--- src/rtl/uart_pkg.sv ---
// Shared constants for the uart ALU sequencer: FSM encodings, default widths, opcodes.
package uart_pkg;

    localparam int unsigned DATA_WIDTH_DEF = 8;
    localparam int unsigned OP_WIDTH_DEF   = 6;

    // Sequencer state encodings
    localparam logic [2:0] S_IDLE    = 3'd0;
    localparam logic [2:0] S_WAIT_B  = 3'd1;
    localparam logic [2:0] S_WAIT_OP = 3'd2;
    localparam logic [2:0] S_EXEC    = 3'd3;
    localparam logic [2:0] S_SEND    = 3'd4;
    localparam logic [2:0] S_WAIT_TX = 3'd5;

    // ALU opcodes understood by the datapath
    localparam logic [5:0] OP_ADD = 6'b100000;
    localparam logic [5:0] OP_SUB = 6'b100010;
    localparam logic [5:0] OP_AND = 6'b100100;
    localparam logic [5:0] OP_OR  = 6'b100101;

endpackage

--- src/rtl/uart_frame_timer.sv ---
// Inter-byte timeout counter: clears on request, counts while enabled, flags terminal count.
module uart_frame_timer #(
    parameter int unsigned TIMEOUT_CYCLES = 2_000_000,
    parameter int unsigned TO_W           = 21
) (
    input  logic clk,
    input  logic reset,
    input  logic clear,
    input  logic enable,
    output logic tc_c
);

    localparam logic [TO_W-1:0] TC_VAL = TO_W'(TIMEOUT_CYCLES - 1);

    logic [TO_W-1:0] count;

    // Counter saturates at terminal count; the controller leaves the wait state there anyway
    always_ff @(posedge clk or negedge reset) begin
        if (!reset) begin
            count <= '0;
        end else if (clear) begin
            count <= '0;
        end else if (enable && (count != TC_VAL)) begin
            count <= count + TO_W'(1);
        end
    end

    // Terminal count is only meaningful while the wait states are counting
    always_comb begin
        tc_c = enable && (count == TC_VAL);
    end

endmodule

--- src/rtl/uart_alu_ctrl.sv ---
// Collects A, B, opcode from the uart receiver, runs the ALU and sends the result back.
module uart_alu_ctrl
    import uart_pkg::*;
#(
    parameter int unsigned DATA_WIDTH     = DATA_WIDTH_DEF,
    parameter int unsigned OP_WIDTH       = OP_WIDTH_DEF,
    parameter int unsigned TIMEOUT_CYCLES = 2_000_000,
    parameter int unsigned TO_W           = 21
) (
    input  logic                  clk,
    input  logic                  reset,
    input  logic                  i_rx_done,
    input  logic [DATA_WIDTH-1:0] i_rx_data,
    input  logic                  i_tx_done,
    output logic                  o_tx_start,
    output logic [DATA_WIDTH-1:0] o_tx_data,
    output logic [DATA_WIDTH-1:0] o_alu_a,
    output logic [DATA_WIDTH-1:0] o_alu_b,
    output logic [OP_WIDTH-1:0]   o_alu_op,
    input  logic [DATA_WIDTH-1:0] i_alu_result,
    output logic                  o_busy,
    output logic                  o_timeout,
    output logic                  o_overrun
);

    logic [2:0]            state;
    logic [2:0]            state_nxt;
    logic [DATA_WIDTH-1:0] a_nxt;
    logic [DATA_WIDTH-1:0] b_nxt;
    logic [OP_WIDTH-1:0]   op_nxt;
    logic [DATA_WIDTH-1:0] tx_data_nxt;
    logic                  tx_start_nxt;
    logic                  busy_nxt;
    logic                  timeout_nxt;
    logic                  overrun_nxt;
    logic                  timer_clear;
    logic                  timer_enable;
    logic                  timer_tc_c;

    // Timer restarts on every state change and every received byte
    assign timer_clear  = (state_nxt != state) || i_rx_done;
    assign timer_enable = (state == S_WAIT_B) || (state == S_WAIT_OP);

    uart_frame_timer #(
        .TIMEOUT_CYCLES (TIMEOUT_CYCLES),
        .TO_W           (TO_W)
    ) u_frame_timer (
        .clk    (clk),
        .reset  (reset),
        .clear  (timer_clear),
        .enable (timer_enable),
        .tc_c   (timer_tc_c)
    );

    // State and registered outputs
    always_ff @(posedge clk or negedge reset) begin
        if (!reset) begin
            state      <= S_IDLE;
            o_alu_a    <= '0;
            o_alu_b    <= '0;
            o_alu_op   <= '0;
            o_tx_data  <= '0;
            o_tx_start <= 1'b0;
            o_busy     <= 1'b0;
            o_timeout  <= 1'b0;
            o_overrun  <= 1'b0;
        end else begin
            state      <= state_nxt;
            o_alu_a    <= a_nxt;
            o_alu_b    <= b_nxt;
            o_alu_op   <= op_nxt;
            o_tx_data  <= tx_data_nxt;
            o_tx_start <= tx_start_nxt;
            o_busy     <= busy_nxt;
            o_timeout  <= timeout_nxt;
            o_overrun  <= overrun_nxt;
        end
    end

    // Next-state and next-output decode; a received byte wins over a coincident timeout
    always_comb begin
        state_nxt    = state;
        a_nxt        = o_alu_a;
        b_nxt        = o_alu_b;
        op_nxt       = o_alu_op;
        tx_data_nxt  = o_tx_data;
        tx_start_nxt = 1'b0;
        timeout_nxt  = 1'b0;
        overrun_nxt  = 1'b0;

        case (state)
            S_IDLE: begin
                if (i_rx_done) begin
                    a_nxt     = i_rx_data;
                    state_nxt = S_WAIT_B;
                end
            end
            S_WAIT_B: begin
                if (i_rx_done) begin
                    b_nxt     = i_rx_data;
                    state_nxt = S_WAIT_OP;
                end else if (timer_tc_c) begin
                    timeout_nxt = 1'b1;
                    state_nxt   = S_IDLE;
                end
            end
            S_WAIT_OP: begin
                if (i_rx_done) begin
                    op_nxt    = i_rx_data[OP_WIDTH-1:0];
                    state_nxt = S_EXEC;
                end else if (timer_tc_c) begin
                    timeout_nxt = 1'b1;
                    state_nxt   = S_IDLE;
                end
            end
            S_EXEC: begin
                tx_data_nxt = i_alu_result;
                overrun_nxt = i_rx_done;
                state_nxt   = S_SEND;
            end
            S_SEND: begin
                tx_start_nxt = 1'b1;
                overrun_nxt  = i_rx_done;
                state_nxt    = S_WAIT_TX;
            end
            S_WAIT_TX: begin
                overrun_nxt = i_rx_done;
                if (i_tx_done) begin
                    state_nxt = S_IDLE;
                end
            end
            default: begin
                state_nxt = S_IDLE;
            end
        endcase

        busy_nxt = (state_nxt != S_IDLE);
    end

endmodule

--- config.mk ---
export PLATFORM = sky130hd
export DESIGN_NAME = uart_alu_ctrl
export DESIGN_NICKNAME = d
export VERILOG_FILES = /design/src/rtl/uart_pkg.sv /design/src/rtl/uart_frame_timer.sv /design/src/rtl/uart_alu_ctrl.sv
export SDC_FILE = /design/constraint.sdc
export NUM_CORES = 1
export LEC_CHECK = 0
export CAP_MARGIN = 0
export CELL_PAD_IN_SITES_DETAIL_PLACEMENT = 0
export CELL_PAD_IN_SITES_GLOBAL_PLACEMENT = 1
export CORE_UTILIZATION = 50
export DETAILED_ROUTE_END_ITERATION = 16
export DONT_BUFFER_PORTS = 1
export HOLD_SLACK_MARGIN = 0.05
export PLACE_DENSITY_LB_ADDON = 0.15
export SETUP_SLACK_MARGIN = 0.1
export SLEW_MARGIN = 30
export SYNTH_ARGS = -nofsm -noshare
export SYNTH_HDL_FRONTEND = slang
export SYNTH_SLANG_ARGS = --single-unit
export TNS_END_PERCENT = 100
--- constraint.sdc ---
create_clock -name clk -period 5.8 [get_ports clk]
set_clock_uncertainty 0.2 [all_clocks]
set_input_delay 1.16 -clock clk [delete_from_list [all_inputs] [get_ports clk]]
set_output_delay 1.16 -clock clk [all_outputs]
set_load 0.05 [all_outputs]
Yosys cells after proc, flatten, opt, wreduce, memory -nomap -nowiden
Index checks and enable logic that the tools add are counted.
Operators by class
  reductions and logical operators: 12
  equal/unequal tests: 8
  add/sub/neg operators: 1
  multiplexer cells: 13
Operators with widths (count)
  $mux W21: 2
  $add A21 B1 Y21 const B: 1
  $eq A21 B21 Y1 const B: 1
  $ne A21 B21 Y1 const B: 1
  $pmux W3 S6: 1
  $mux W3: 5
  $eq A3 B2 Y1 const B: 2
  $eq A3 B3 Y1 const B: 2
  $reduce_and A2 Y1: 3
  $mux W1: 5
  $eq A3 B1 Y1 const B: 1
  $logic_not A3 Y1: 1
  $ne A3 B3 Y1: 1
  $reduce_bool A3 Y1: 1
  $reduce_or A3 Y1: 1
  $logic_and A1 B1 Y1: 2
  $logic_or A1 B1 Y1: 2
  $reduce_bool A2 Y1: 1
  $reduce_or A2 Y1: 1
Storage, ports and cells
  output and inout port bits: 34
  word-level logic and storage cells: 44
  input port bits: 20
  bits in registers: 58

Longest topological paths before layout
Gate-level depths: netlist of the first run.
  depth in word-level cells: 9
  depth in mapped cells: 7
  mapped depth without buffers: 5

Hierarchy
A second synthesis of the first run with hierarchy kept.
Second synthesis, totals
  cell total of the unflattened synthesis: 223
  area, all modules: 2713.9 um^2
By module, submodules not included
  uart_alu_ctrl: seq. area each 925.9 um^2, cells an instance 101, area an instance 1542.7 um^2, times used 1
  uart_frame_timer: seq. area each 525.5 um^2, cells an instance 122, area an instance 1171.1 um^2, times used 1

Worst setup path after synthesis of the first run
No wires, ideal clock.
  path kind: input-to-reg
  from: input i_tx_done
  to: register u_frame_timer.count[7]
  data arrival time: 2.585 ns
  setup time: 0.080 ns
  stages: 5
  path slack: 2.935 ns
  path buffers: 1
  required time: 5.520 ns
  path through: nand2b_1 > a221oi_1 > buf_2 > o311ai_0 > mux2i_1
On the way
  word-level cells in the longest chain between the ends: 5
  elaborated cells between the ends (all ways): 6
  those cells by class: eq/ne: 1; mux: 3; reduce/logical: 2
Ends and longest elaborated chain
  start, declared: RTL line uart_alu_ctrl.sv:14  | input logic i_tx_done,
  $mux W3 (*): RTL line uart_alu_ctrl.sv:128  | if (i_tx_done) begin
  $pmux W3 S6 (*): RTL line uart_alu_ctrl.sv:91  | case (state)
  $ne A3 B3 Y1 (*): RTL line uart_alu_ctrl.sv:41  | assign timer_clear = (state_nxt != state) || i_rx_done;
  $logic_or A1 B1 Y1 (*): RTL line uart_alu_ctrl.sv:41
  $mux W21 or $reduce_bool A2 Y1 (tied branches)
  end signal, assigned: RTL line uart_frame_timer.sv:24  | count <= count + TO_W'(1);
  end, declared: RTL line uart_frame_timer.sv:15  | logic [TO_W-1:0] count;
Every way passes the cells marked *; elsewhere a longest branch is shown, timed or not.
A chain may end at the register's enable or synchronous reset.

Final worst setup path of the first run
  from: register u_frame_timer.count[13]
  to: register u_frame_timer.count[10]
On the way
  word-level cells in the longest chain between the ends: 8
  elaborated cells between the ends (all ways): 12
  those cells by class: eq/ne: 3; mux: 5; reduce/logical: 4
Ends and longest elaborated chain
  $eq A21 B21 Y1: RTL line uart_frame_timer.sv:30  | tc_c = enable && (count == TC_VAL);
  $logic_and A1 B1 Y1: RTL line uart_frame_timer.sv:30
  $mux W3: RTL line uart_alu_ctrl.sv:102, uart_alu_ctrl.sv:111
  $mux W3, on equally long branches: RTL line uart_alu_ctrl.sv:108, uart_alu_ctrl.sv:99
  $pmux W3 S6: RTL line uart_alu_ctrl.sv:91
  $ne A3 B3 Y1: RTL line uart_alu_ctrl.sv:41
  $logic_or A1 B1 Y1: RTL line uart_alu_ctrl.sv:41
  $mux W21 or $reduce_bool A2 Y1 (tied branches)
Parallel ways exist; a longest one is shown, timed or not.

==> key figures, run 1 <==
Status
  – Status: finished clean

Critical path
  – Slowest stage cell, crit path: or4_1
  – Crit. End Element: flop
  – CP peak stage delay: 0.71 ns
  – Data required, critical path: 5.79 ns
  – Worst path most repeated cell: or4_1
  – Worst path top cell family by delay: simple AND/OR/NAND/NOR gates
  – Crit path capture: u_frame_timer.count[10]
  – R2R depth: 4
  – Crit path cell chain: or4_1 -> or4_1 -> o31ai_4 -> nor2_1
  – Critical path launch point: u_frame_timer.count[13]
  – Critical path class: flop to flop
  – Worst EP arrival: 2.80 ns
  – R2r setup slk: 2.99 ns
  – Critical R2R Launch: u_frame_timer.count[13]
  – R2r endpoint: u_frame_timer.count[10]
  – Levels on crit path: 4
  – Worst Path Buf+Inv: 0
  – Crit Path Max Fanout: 16
  – Setup crit start kind: flop

Place
  – Port Buffers: 0
  – Detail Placement HPWL: 3.72 mm
  – GP Congestion: 0.730
  – Placed Area: 2850 µm²

Power
  – PnR Total Power: 1.77 mW
  – Reg power frac: 59.3%
  – Sw frac: 46.5%
  – Internal: 0.945 mW
  – Power Dens Cells: 572 nW/µm²
  – Clock power frac: 24.0%
  – Leak Pwr: 1.17 nW
  – Comb pwr share: 16.7%
  – Psw: 0.823 mW
  – Max IR drop VDD: 369 µV

Timing
  – Final period util: 48.5%
  – Final setup violation count: 0
  – Worst Max-Slew Pin Slew: 0.886 ns
  – RSZ-0062 raised after global routing: false
  – Slew Viols, Final: 0
  – Final Critical Period: 2.81 ns
  – Achievable frequency: 355 MHz
  – Post-route setup TNS: 0 ns
  – Max_slew headroom: 40.4%
  – Count of final hold-check violations: 0

Final layout
  – Final non-filler cell area: 3090 µm²
  – Ant. Diodes: 0
  – Final Net Count: 266
  – Ratio of cells with drive above 1 in the final layout: 20.8%
  – Final Util: 56.5%
  – Layout area overhead: 9.19%

Synth
  – Synthesis warning total: 0
  – Area share of the largest cell type after synthesis: 51.3%
  – Syn Inst Count: 248
  – Post-synthesis sequential area ratio: 51.3%
  – Area contributors post-synth: dfrtp_1, mux2_2, or4_1
  – Synthesized flop and latch total: 58
  – Fraction of registers with async set/reset: 100%
  – Area leader, netlist: dfrtp_1
  – Net count after synthesis: 269
  – Synth Flop Type: dfrtp_1
  – Synth cell types: 42
  – Post-synth EDFFs: 0
  – Synthesized cell area: 2830 µm²
  – Syn_area_per_cell: 11.4 µm²

Global routing
  – Grt total ovfl: 0
  – Global-route wire length before repair: 9.87 mm
  – Total GRT Usage: 21.4%
  – Pin count of the biggest net entering global routing: 59
  – Initial antenna violation count: 0
  – Vias in the first global route: 1987

CTS
  – CTS Root Cell: clkbuf_8
  – Num CTS Buffers: 9
  – CTS tree: yes
  – Clk slew on worst S/H paths: 0.07 ns
  – H-Tree Depth: 3
  – Clock buffer depth: 2
  – Clock sinks: 58
  – Hold_buf cts: 0
  – PostCTS Resize Cnt: 0
  – Worst skew pair latency: 0.33 ns
  – Post-CTS setup buffers: 0

Floorplanning
  – Row count: 27
  – Core ar.: 5470 µm²
  – Initial core utilization: 51.7%
  – Die Footprint: 5970 µm²
  – Die width: 77.3 µm
  – Vert. Die Dim: 77.3 µm
  – I/O pins: 54

Route
  – WL per Instance: 17.8 µm
  – Drt drc: 0
  – Total number of vias: 1966
  – Drt first pass iters: 4
  – Detail Route Antenna Nets: 0
  – DRT Wirelength: 5.72 mm
  – Initial DRC count: 105
  – Via density per instance: 6.11

Run
  – Maxcap violations: 0

Min path
  – Hold crit path type: input port to async pin
[metal layers]
| metal | routed length, µm | GRT usage [%] |
|---|---|---|
| met5 | 0 | 0 |
| met4 | 63 | 7.55 |
| met3 | 342 | 7.62 |
| met2 | 2650 | 31.9 |
| met1 | 2670 | 28.8 |
[worst register-to-register path: cells and delay by family (launching register included)]
| family | cells | cell delay (ns) |
|---|---|---|
| AOI/OAI and AO/OA | 1 | 0.67 |
| DFF | 1 | 0.44 |
| and+or+nand+nor | 3 | 1.37 |
[worst min-delay path by stage]
stage                            start                       to  cells past startpoint  slack, ns
3_3_place_gp   u_frame_timer.count[20]  u_frame_timer.count[20]                      2       0.36
5_1_grt                          reset   u_frame_timer.count[1]                      0       0.30
6_report                         reset   u_frame_timer.count[1]                      0       0.32
4_1_cts                          reset             o_tx_data[4]                      0       0.30
3_5_place_dp   u_frame_timer.count[19]  u_frame_timer.count[19]                      2       0.37
2_1_floorplan  u_frame_timer.count[20]  u_frame_timer.count[20]                      2       0.33
[per-stage QoR]
step                hold slack [ns]  cells  setup slack, ns
CTS                           0.303    322             2.94
global route                  0.298    322             2.80
global placement              0.360    306             2.93
floorplan                     0.327    248             2.93
detailed placement            0.373    306             2.88
finish                        0.318    322             2.99
[placed cells by master (no fill, tap or decap), types with 2 or more instances in the layout]
master,instances
a2111oi_0,2
a211oi_1,3
a21oi_1,15
a221oi_1,2
and3_1,2
bufinv_16,2
clkbuf_8,11
dfrtp_1,58
inv_1,6
mux2_2,30
mux2i_1,7
nand2_1,10
nand2b_1,10
nand3_1,8
nand3b_1,2
nand4_1,5
nor2_1,6
nor3_1,2
nor4_1,3
nor4b_1,3
o211ai_1,2
o21ai_0,10
o311ai_0,4
o311ai_1,3
o31ai_1,7
or2_2,2
or3_1,4
or4_1,13
xnor2_1,2
[cells in the mapped netlist (all sizes together), types with 3 or more instances]
master  number
nand2       10
clkbuf      10
o31ai        8
o311ai       8
inv          6
mux2i        7
mux2        30
a211oi       3
a21oi       15
nor4b        4
o21ai       10
or3          4
nor4         4
nand4        5
buf          5
or4         13
dfrtp       58
nor2         6
nand2b      10
nand3        8
[power by group through the flow]
stage          Combinational [mW]  Clock [mW]  Sequential (mW)
2_1_floorplan               0.274           0             1.01
3_3_place_gp                0.289           0             1.05
3_5_place_dp                0.297           0             1.05
4_1_cts                     0.297       0.437             1.05
5_1_grt                     0.329       0.452             1.07
6_report                    0.295       0.425             1.05
[kinds of logic after synthesis]
logic type / Yosys count / synth area share (%)
and+or+nand+nor: 76 / 16.6
xor gates and xnor gates: 2 / 0.619
AOI/OAI and AO/OA: 53 / 13.2
DFF: 58 / 51.3
adders and majority gates: 1 / 0.442
buffers and inverters: 21 / 3.45
muxes: 37 / 14.4
[final cells by class]
class                   count  area, µm²
fillers                   503       2380
flip-flops and latches     58       1450
multi-input cells         169       1290
clock buffers              12        155
well taps                  72       90.1
clock inverters             4       73.8
inverters                   6       22.5
repair buffers              1       7.51
[sequential cells by signal, indices dropped and copies added (netlist names), 3 cells and up]
name	flops
u_frame_timer.count	21
o_alu_a	8
o_alu_b	8
o_tx_data	8
o_alu_op	6
state	3
Power figures use the tool's default switching activity.
==> run 2: changes to the inputs <==
--- a/config.mk
+++ b/config.mk
@@ -8,7 +8,7 @@
 export CAP_MARGIN = 0
 export CELL_PAD_IN_SITES_DETAIL_PLACEMENT = 0
 export CELL_PAD_IN_SITES_GLOBAL_PLACEMENT = 1
-export CORE_UTILIZATION = 50
+export CORE_UTILIZATION = 45
 export DETAILED_ROUTE_END_ITERATION = 16
 export DONT_BUFFER_PORTS = 1
 export HOLD_SLACK_MARGIN = 0.05
==> constraint.sdc (replaced) <==
create_clock -name clk -period 2.3 [get_ports clk]
set_clock_uncertainty 0.2 [all_clocks]
set_input_delay 0.46 -clock clk [delete_from_list [all_inputs] [get_ports clk]]
set_output_delay 0.46 -clock clk [all_outputs]
set_load 0.05 [all_outputs]
==> run 2 against run 1 <==
Against the previous run:
- the flow now finishes with violations (setup timing)
- sequential power grew 140%
- hold slack lost 0.24 ns
- final area grew 9.5%
- first-iteration DRC count grew 69%
- combinational power grew to 3.5 times the previous value
- via count grew 11%
- maximum frequency grew 21%
- sequential cell count is the same
- critical endpoint is now u_frame_timer.count[13]
- largest power group unchanged
==> key figures, run 2 (synthesized netlist as in run 1, its figures left out) <==
Critical path
  – Crit path cell chain: or4_4 -> or4_4 -> buf_6 -> o31ai_4 -> buf_6 -> a21oi_1
  – CP peak stage delay: 0.55 ns (-0.16 ns)
  – Critical path class: flop to flop
  – Crit Path Max Fanout: 11 (-5)
  – Data required, critical path: 2.30 ns (-3.49 ns)
  – Worst Path Buf+Inv: 2 (+2)
  – Slowest stage cell, crit path: or4_4
  – Worst path top cell family by delay: simple AND/OR/NAND/NOR gates
  – Crit. End Element: flop
  – Worst EP arrival: 2.32 ns (-0.48 ns)
  – R2R depth: 6 (+2)
  – Levels on crit path: 6 (+2)
  – Setup crit start kind: flop

Timing
  – Worst hold slack: 0.0758 ns (-0.243 ns)
  – Slew Viols, Final: 0 (unchanged)
  – Final setup violation count: 9 (+9)
  – Max_slew headroom: 57.9% (+18 points)
  – RSZ-0062 raised after global routing: true
  – Count of final hold-check violations: 0 (unchanged)
  – Worst Slack Setup Final: -0.0155 ns (-3.00 ns)
  – Achievable frequency: 432 MHz (+21%)
  – Post-route setup TNS: -0.0707 ns (-0.0707 ns)
  – Final Critical Period: 2.32 ns (-0.498 ns)
  – Final period util: 101% (+52 points)
  – Worst Max-Slew Pin Slew: 0.632 ns (-0.255 ns)

Final layout
  – Layout area overhead: 19.6%
  – Final Net Count: 301 (+13%)
  – Ant. Diodes: 0 (unchanged)
  – Post-Layout Cell Count: 359 (+11%)
  – Ratio of cells with drive above 1 in the final layout: 32.0% (+11 points)
  – Final Util: 56.5% (about the same)
  – Largest register FFs: 21 (unchanged)
  – Most frequent cells in the layout: dfrtp_1, mux2_2, buf_4
  – Most common cell after layout, fill and taps aside: dfrtp_1
  – Most flops, register: u_frame_timer.count
  – Final non-filler cell area: 3390 µm² (+9.5%)

Place
  – Placed Instances: 340 (+11%)
  – Placed Area: 3110 µm² (+8.9%)
  – Pre-CTS WS: -0.0599 ns (-2.94 ns)
  – GP Congestion: 0.798 (+9.4%)
  – Port Buffers: 0 (unchanged)
  – Detail Placement HPWL: 4.23 mm (+14%)

Floorplanning
  – Core ar.: 5990 µm² (+9.5%)
  – Die Footprint: 6610 µm² (+11%)
  – I/O pins: 54 (unchanged)
  – Vert. Die Dim: 81.3 µm (+5.3%)
  – Initial core utilization: 47.3% (-4.5 points)
  – Row count: 28 (+3.7%)
  – Die width: 81.3 µm (+5.3%)

Route
  – Via density per instance: 6.06 (-0.73%)
  – DRT Wirelength: 6.27 mm (+9.6%)
  – Initial DRC count: 177 (+69%)
  – Drt first pass iters: 4 (unchanged)
  – Total number of vias: 2176 (+11%)
  – WL per Instance: 17.5 µm (-1.7%)
  – Drt drc: 0 (unchanged)
  – Detail Route Antenna Nets: 0 (unchanged)

Power
  – Leak Pwr: 1.33 nW (+14%)
  – PnR Total Power: 4.50 mW (+150%)
  – Power Dens Cells: 1330 nW/µm² (+130%)
  – Max IR drop VDD: 930 µV (+150%)

Status
  – Status: finished, violations left
  – Failing checks: setup timing

Global routing
  – Total GRT Usage: 20.7% (-0.77 points)
  – Global-route wire length before repair: 9.98 mm (+1.2%)
  – Grt total ovfl: 0 (unchanged)
  – Vias in the first global route: 1998 (+0.55%)
  – Initial antenna violation count: 0 (unchanged)
  – Pin count of the biggest net entering global routing: 59 (unchanged)

CTS
  – Clk slew on worst S/H paths: 0.07 ns (about the same)
  – Worst skew pair latency: 0.33 ns (about the same)
  – Clock buffer depth: 2 (unchanged)
  – CTS Root Cell: clkbuf_8
  – CTS tree: yes
  – Clock sinks: 58 (unchanged)
  – Num CTS Buffers: 9 (unchanged)
  – H-Tree Depth: 3 (unchanged)

Min path
  – WHS Path Cells: 1
  – Hold crit path type: input port to flop

Run
  – Maxcap violations: 0 (unchanged)
[run 2: cell types whose count changed in the layout (fill, tap and decap cells not counted), moves of 3 or more]
cell,before,now
or4_4,0,3
buf_4,1,29
o311ai_0,4,0
or4_1,13,10
[run 2: path summary, 6_finish.rpt]
| kind | start | slack [ns] | end |
|---|---|---|---|
| min in group asynchronous | reset | 0.44 | u_frame_timer.count[17] |
| max reg2reg | u_frame_timer.count[13] | -0.02 | u_frame_timer.count[13] |
| max in group asynchronous | reset | 1.19 | o_tx_data[6] |
| max | u_frame_timer.count[13] | -0.02 | u_frame_timer.count[13] |
| min | i_alu_result[7] | 0.08 | o_tx_data[7] |
| min reg2reg | u_frame_timer.count[20] | 0.38 | u_frame_timer.count[20] |
[run 2: timing repair]
action,4_1_cts,5_1_grt
setup buffers,0,0
pin swaps,1,0
gates resized for setup,11,4
cloned,1,0
endpoints found under the setup margin,21,23
hold buffers,3,0
endpoints found under the hold margin,59,0
[run 2: where the power goes]
part	leakage [nW]	total, mW	switching [mW]	internal (mW)
Combinational	0.502	1.03	0.507	0.525
Sequential	0.736	2.57	1.25	1.32
Clock	0.0921	0.899	0.407	0.492
[run 2: final cells by class]
class,count,area (µm²)
clock buffer,10,128
clock inverter,5,56.3
fill,505,2610
inverter,6,22.5
multi-input combinational,169,1320
sequential,58,1450
tap,75,93.8
timing repair buffer,36,315
[run 2: layer usage]
| layer | wire [µm] | vias to the layer above | track usage [%] |
|---|---|---|---|
| met5 | 0 | - | 0 |
| met4 | 123 | 0 | 8.57 |
| met3 | 362 | 12 | 5.84 |
| met2 | 2970 | 63 | 30.8 |
| met1 | 2820 | 1090 | 28.1 |
| li1 | - | 1011 | - |
==> run 3: changes to the inputs <==
--- a/config.mk
+++ b/config.mk
@@ -8,7 +8,8 @@
 export CAP_MARGIN = 0
 export CELL_PAD_IN_SITES_DETAIL_PLACEMENT = 0
 export CELL_PAD_IN_SITES_GLOBAL_PLACEMENT = 1
-export CORE_UTILIZATION = 45
+export CORE_UTILIZATION = 47
+export CTS_BUF_LIST = sky130_fd_sc_hd__clkbuf_4
 export DETAILED_ROUTE_END_ITERATION = 16
 export DONT_BUFFER_PORTS = 1
 export HOLD_SLACK_MARGIN = 0.05
==> run 3 against run 2 <==
Against the previous run:
- the flow still finishes with violations (setup timing)
- total power is 4.9% lower
- die area is 4.2% lower
- sequential cell count stayed put
==> key figures, run 3 (synthesized netlist as in run 1, its figures left out) <==
Timing
  – Final period util: 101% (about the same)
  – RSZ-0062 raised after global routing: true
  – Count of final hold-check violations: 0 (unchanged)
  – Final Critical Period: 2.32 ns (-0.0000832 ns)
  – Max_slew headroom: 64.1% (+6.2 points)
  – Slew Viols, Final: 0 (unchanged)
  – Final setup violation count: 7 (-2)
  – Worst Max-Slew Pin Slew: 0.534 ns (-0.0980 ns)
  – Achievable frequency: 432 MHz (about the same)
  – Worst Slack Setup Final: -0.0154 ns (+0.0000832 ns)

Route
  – Via density per instance: 5.85 (-3.4%)
  – Initial DRC count: 95 (-46%)
  – Drt first pass iters: 4 (unchanged)
  – DRT Wirelength: 6.64 mm (+5.8%)
  – Drt drc: 0 (unchanged)
  – Detail Route Antenna Nets: 0 (unchanged)
  – Total number of vias: 2224 (+2.2%)
  – WL per Instance: 17.5 µm (about the same)

Status
  – Status: finished, violations left
  – Failing checks: setup timing

Place
  – GP Congestion: 0.796 (-0.28%)
  – Placed Instances: 340 (unchanged)
  – Port Buffers: 0 (unchanged)
  – Detail Placement HPWL: 4.24 mm (+0.35%)

Power
  – Psw: 2.18 mW (+0.74%)
  – Clock power frac: 15.3% (-4.7 points)
  – Internal: 2.10 mW (-10%)
  – Leak Pwr: 1.40 nW (+5.5%)
  – Power Dens Cells: 1200 nW/µm² (-9.8%)
  – Max IR drop VDD: 1110 µV (+20%)
  – Comb pwr share: 24.5% (+1.6 points)
  – Sw frac: 50.9% (+2.9 points)
  – Reg power frac: 60.2% (+3.1 points)

CTS
  – CTS Root Cell: clkbuf_4
  – Clock sinks: 58 (unchanged)
  – Num CTS Buffers: 9 (unchanged)
  – H-Tree Depth: 3 (unchanged)
  – CTS tree: yes
  – Clock buffer depth: 2 (unchanged)
  – Worst skew pair latency: 0.40 ns (+0.07 ns)
  – Clk slew on worst S/H paths: 0.10 ns (+0.03 ns)

Critical path
  – Crit Path Max Fanout: 12 (+1)
  – Crit. End Element: flop
  – Worst EP arrival: 2.40 ns (+0.08 ns)
  – Setup crit start kind: flop
  – Critical path class: flop to flop
  – Data required, critical path: 2.39 ns (+0.09 ns)

Global routing
  – Vias in the first global route: 2359 (+18%)
  – Pin count of the biggest net entering global routing: 59 (unchanged)
  – Global-route wire length before repair: 11.5 mm (+16%)
  – Grt total ovfl: 0 (unchanged)
  – Initial antenna violation count: 0 (unchanged)
  – Total GRT Usage: 24.1% (+3.4 points)

Final layout
  – Largest register FFs: 21 (unchanged)
  – Post-Layout Cell Count: 380 (+5.8%)
  – Ant. Diodes: 0 (unchanged)
  – Most flops, register: u_frame_timer.count
  – Ratio of cells with drive above 1 in the final layout: 33.4% (+1.4 points)
  – Final Net Count: 324 (+7.6%)
  – Most common cell after layout, fill and taps aside: dfrtp_1
  – Final Util: 63.3% (+6.7 points)
  – Fill cell count: 449 (-11%)
  – Most frequent cells in the layout: dfrtp_1, buf_4, mux2_2
  – Layout area overhead: 26.0%

Floorplanning
  – Core ar.: 5640 µm² (-5.8%)
  – Vert. Die Dim: 79.6 µm (-2.1%)
  – Initial core utilization: 50.2% (+2.9 points)
  – Die width: 79.6 µm (-2.1%)
  – I/O pins: 54 (unchanged)
  – Row count: 27 (-3.6%)
  – Die Footprint: 6340 µm² (-4.2%)

Run
  – Maxcap violations: 0 (unchanged)

Min path
  – Hold crit path type: input port to flop
## run 3: metal layers
| layer | part of all wire [%] | track usage (%) | vias to the layer above |
|---|---|---|---|
| met4 | 0.78 | 8.18 | 0 |
| met3 | 5.6 | 7.31 | 8 |
| met1 | 44 | 32.1 | 1108 |
| li1 | - | - | 1057 |
| met2 | 50 | 37.3 | 51 |
| met5 | 0 | 0 | - |
## run 3: area by class of cell
type	count	area, µm²	area share [%]
Timing Repair Buffer	59	531	14.9
Clock buffer	9	67.6	1.89
Multi-Input combinational cell	169	1350	37.9
Clock inverter	7	55.1	1.54
Tap cell	72	90.1	2.52
Sequential cell	58	1450	40.7
Inverter	6	22.5	0.631
## run 3: repair_timing
action | 4_1_cts | 5_1_grt
hold endpoints to repair | 90 | 0
resized for setup | 10 | 13
endpoints found under the setup margin | 21 | 24
cloned | 1 | 0
pin swaps | 2 | 0
hold buffers | 20 | 0
setup buffers | 1 | 2
## run 3: path summary, 6_finish.rpt
check,from,endpoint,slack (ns),cells after the start
worst max-delay path,u_frame_timer.count[13],u_frame_timer.count[9],-0.02,6
worst min-delay path,i_tx_done,state[2],0.12,2
worst max register to register,u_frame_timer.count[13],u_frame_timer.count[9],-0.02,6
worst min register to register,u_frame_timer.count[19],u_frame_timer.count[19],0.38,2
max in group asynchronous,reset,o_timeout,1.25,2
min in group asynchronous,reset,u_frame_timer.count[19],0.36,2
## run 3: worst max-delay path, cell delays in order, from the launching register on
cell	delay, ns
dfrtp_1	0.40
or4_4	0.54
or4_4	0.45
buf_6	0.16
o31ai_4	0.23
buf_12	0.18
a21oi_1	0.05
## run 3: power groups by stage
stage          Combinational (mW)  Sequential, mW  Clock (mW)
4_1_cts                      1.03            2.58       0.684
3_5_place_dp                0.968            2.60           0
3_3_place_gp                0.941            2.59           0
2_1_floorplan               0.692            2.54           0
6_report                     1.05            2.58       0.653
5_1_grt                      1.16            2.62       0.721
## run 3: metrics by stage
step	hold WS [ns]	setup TNS, ns	power [mW]	instance area, µm²	worst slack [ns]
after global routing	0.0844	-0.984	4.50	3570	-0.0851
after CTS	0.0761	-0.0411	4.29	3520	-0.0119
after detailed placement	-0.0340	-0.198	3.56	3130	-0.0220
after floorplan	-0.0356	-0.0263	3.23	2840	-0.0150
final	0.118	-0.0517	4.28	3570	-0.0154
after global placement	-0.0339	-0.00721	3.53	3130	-0.00721
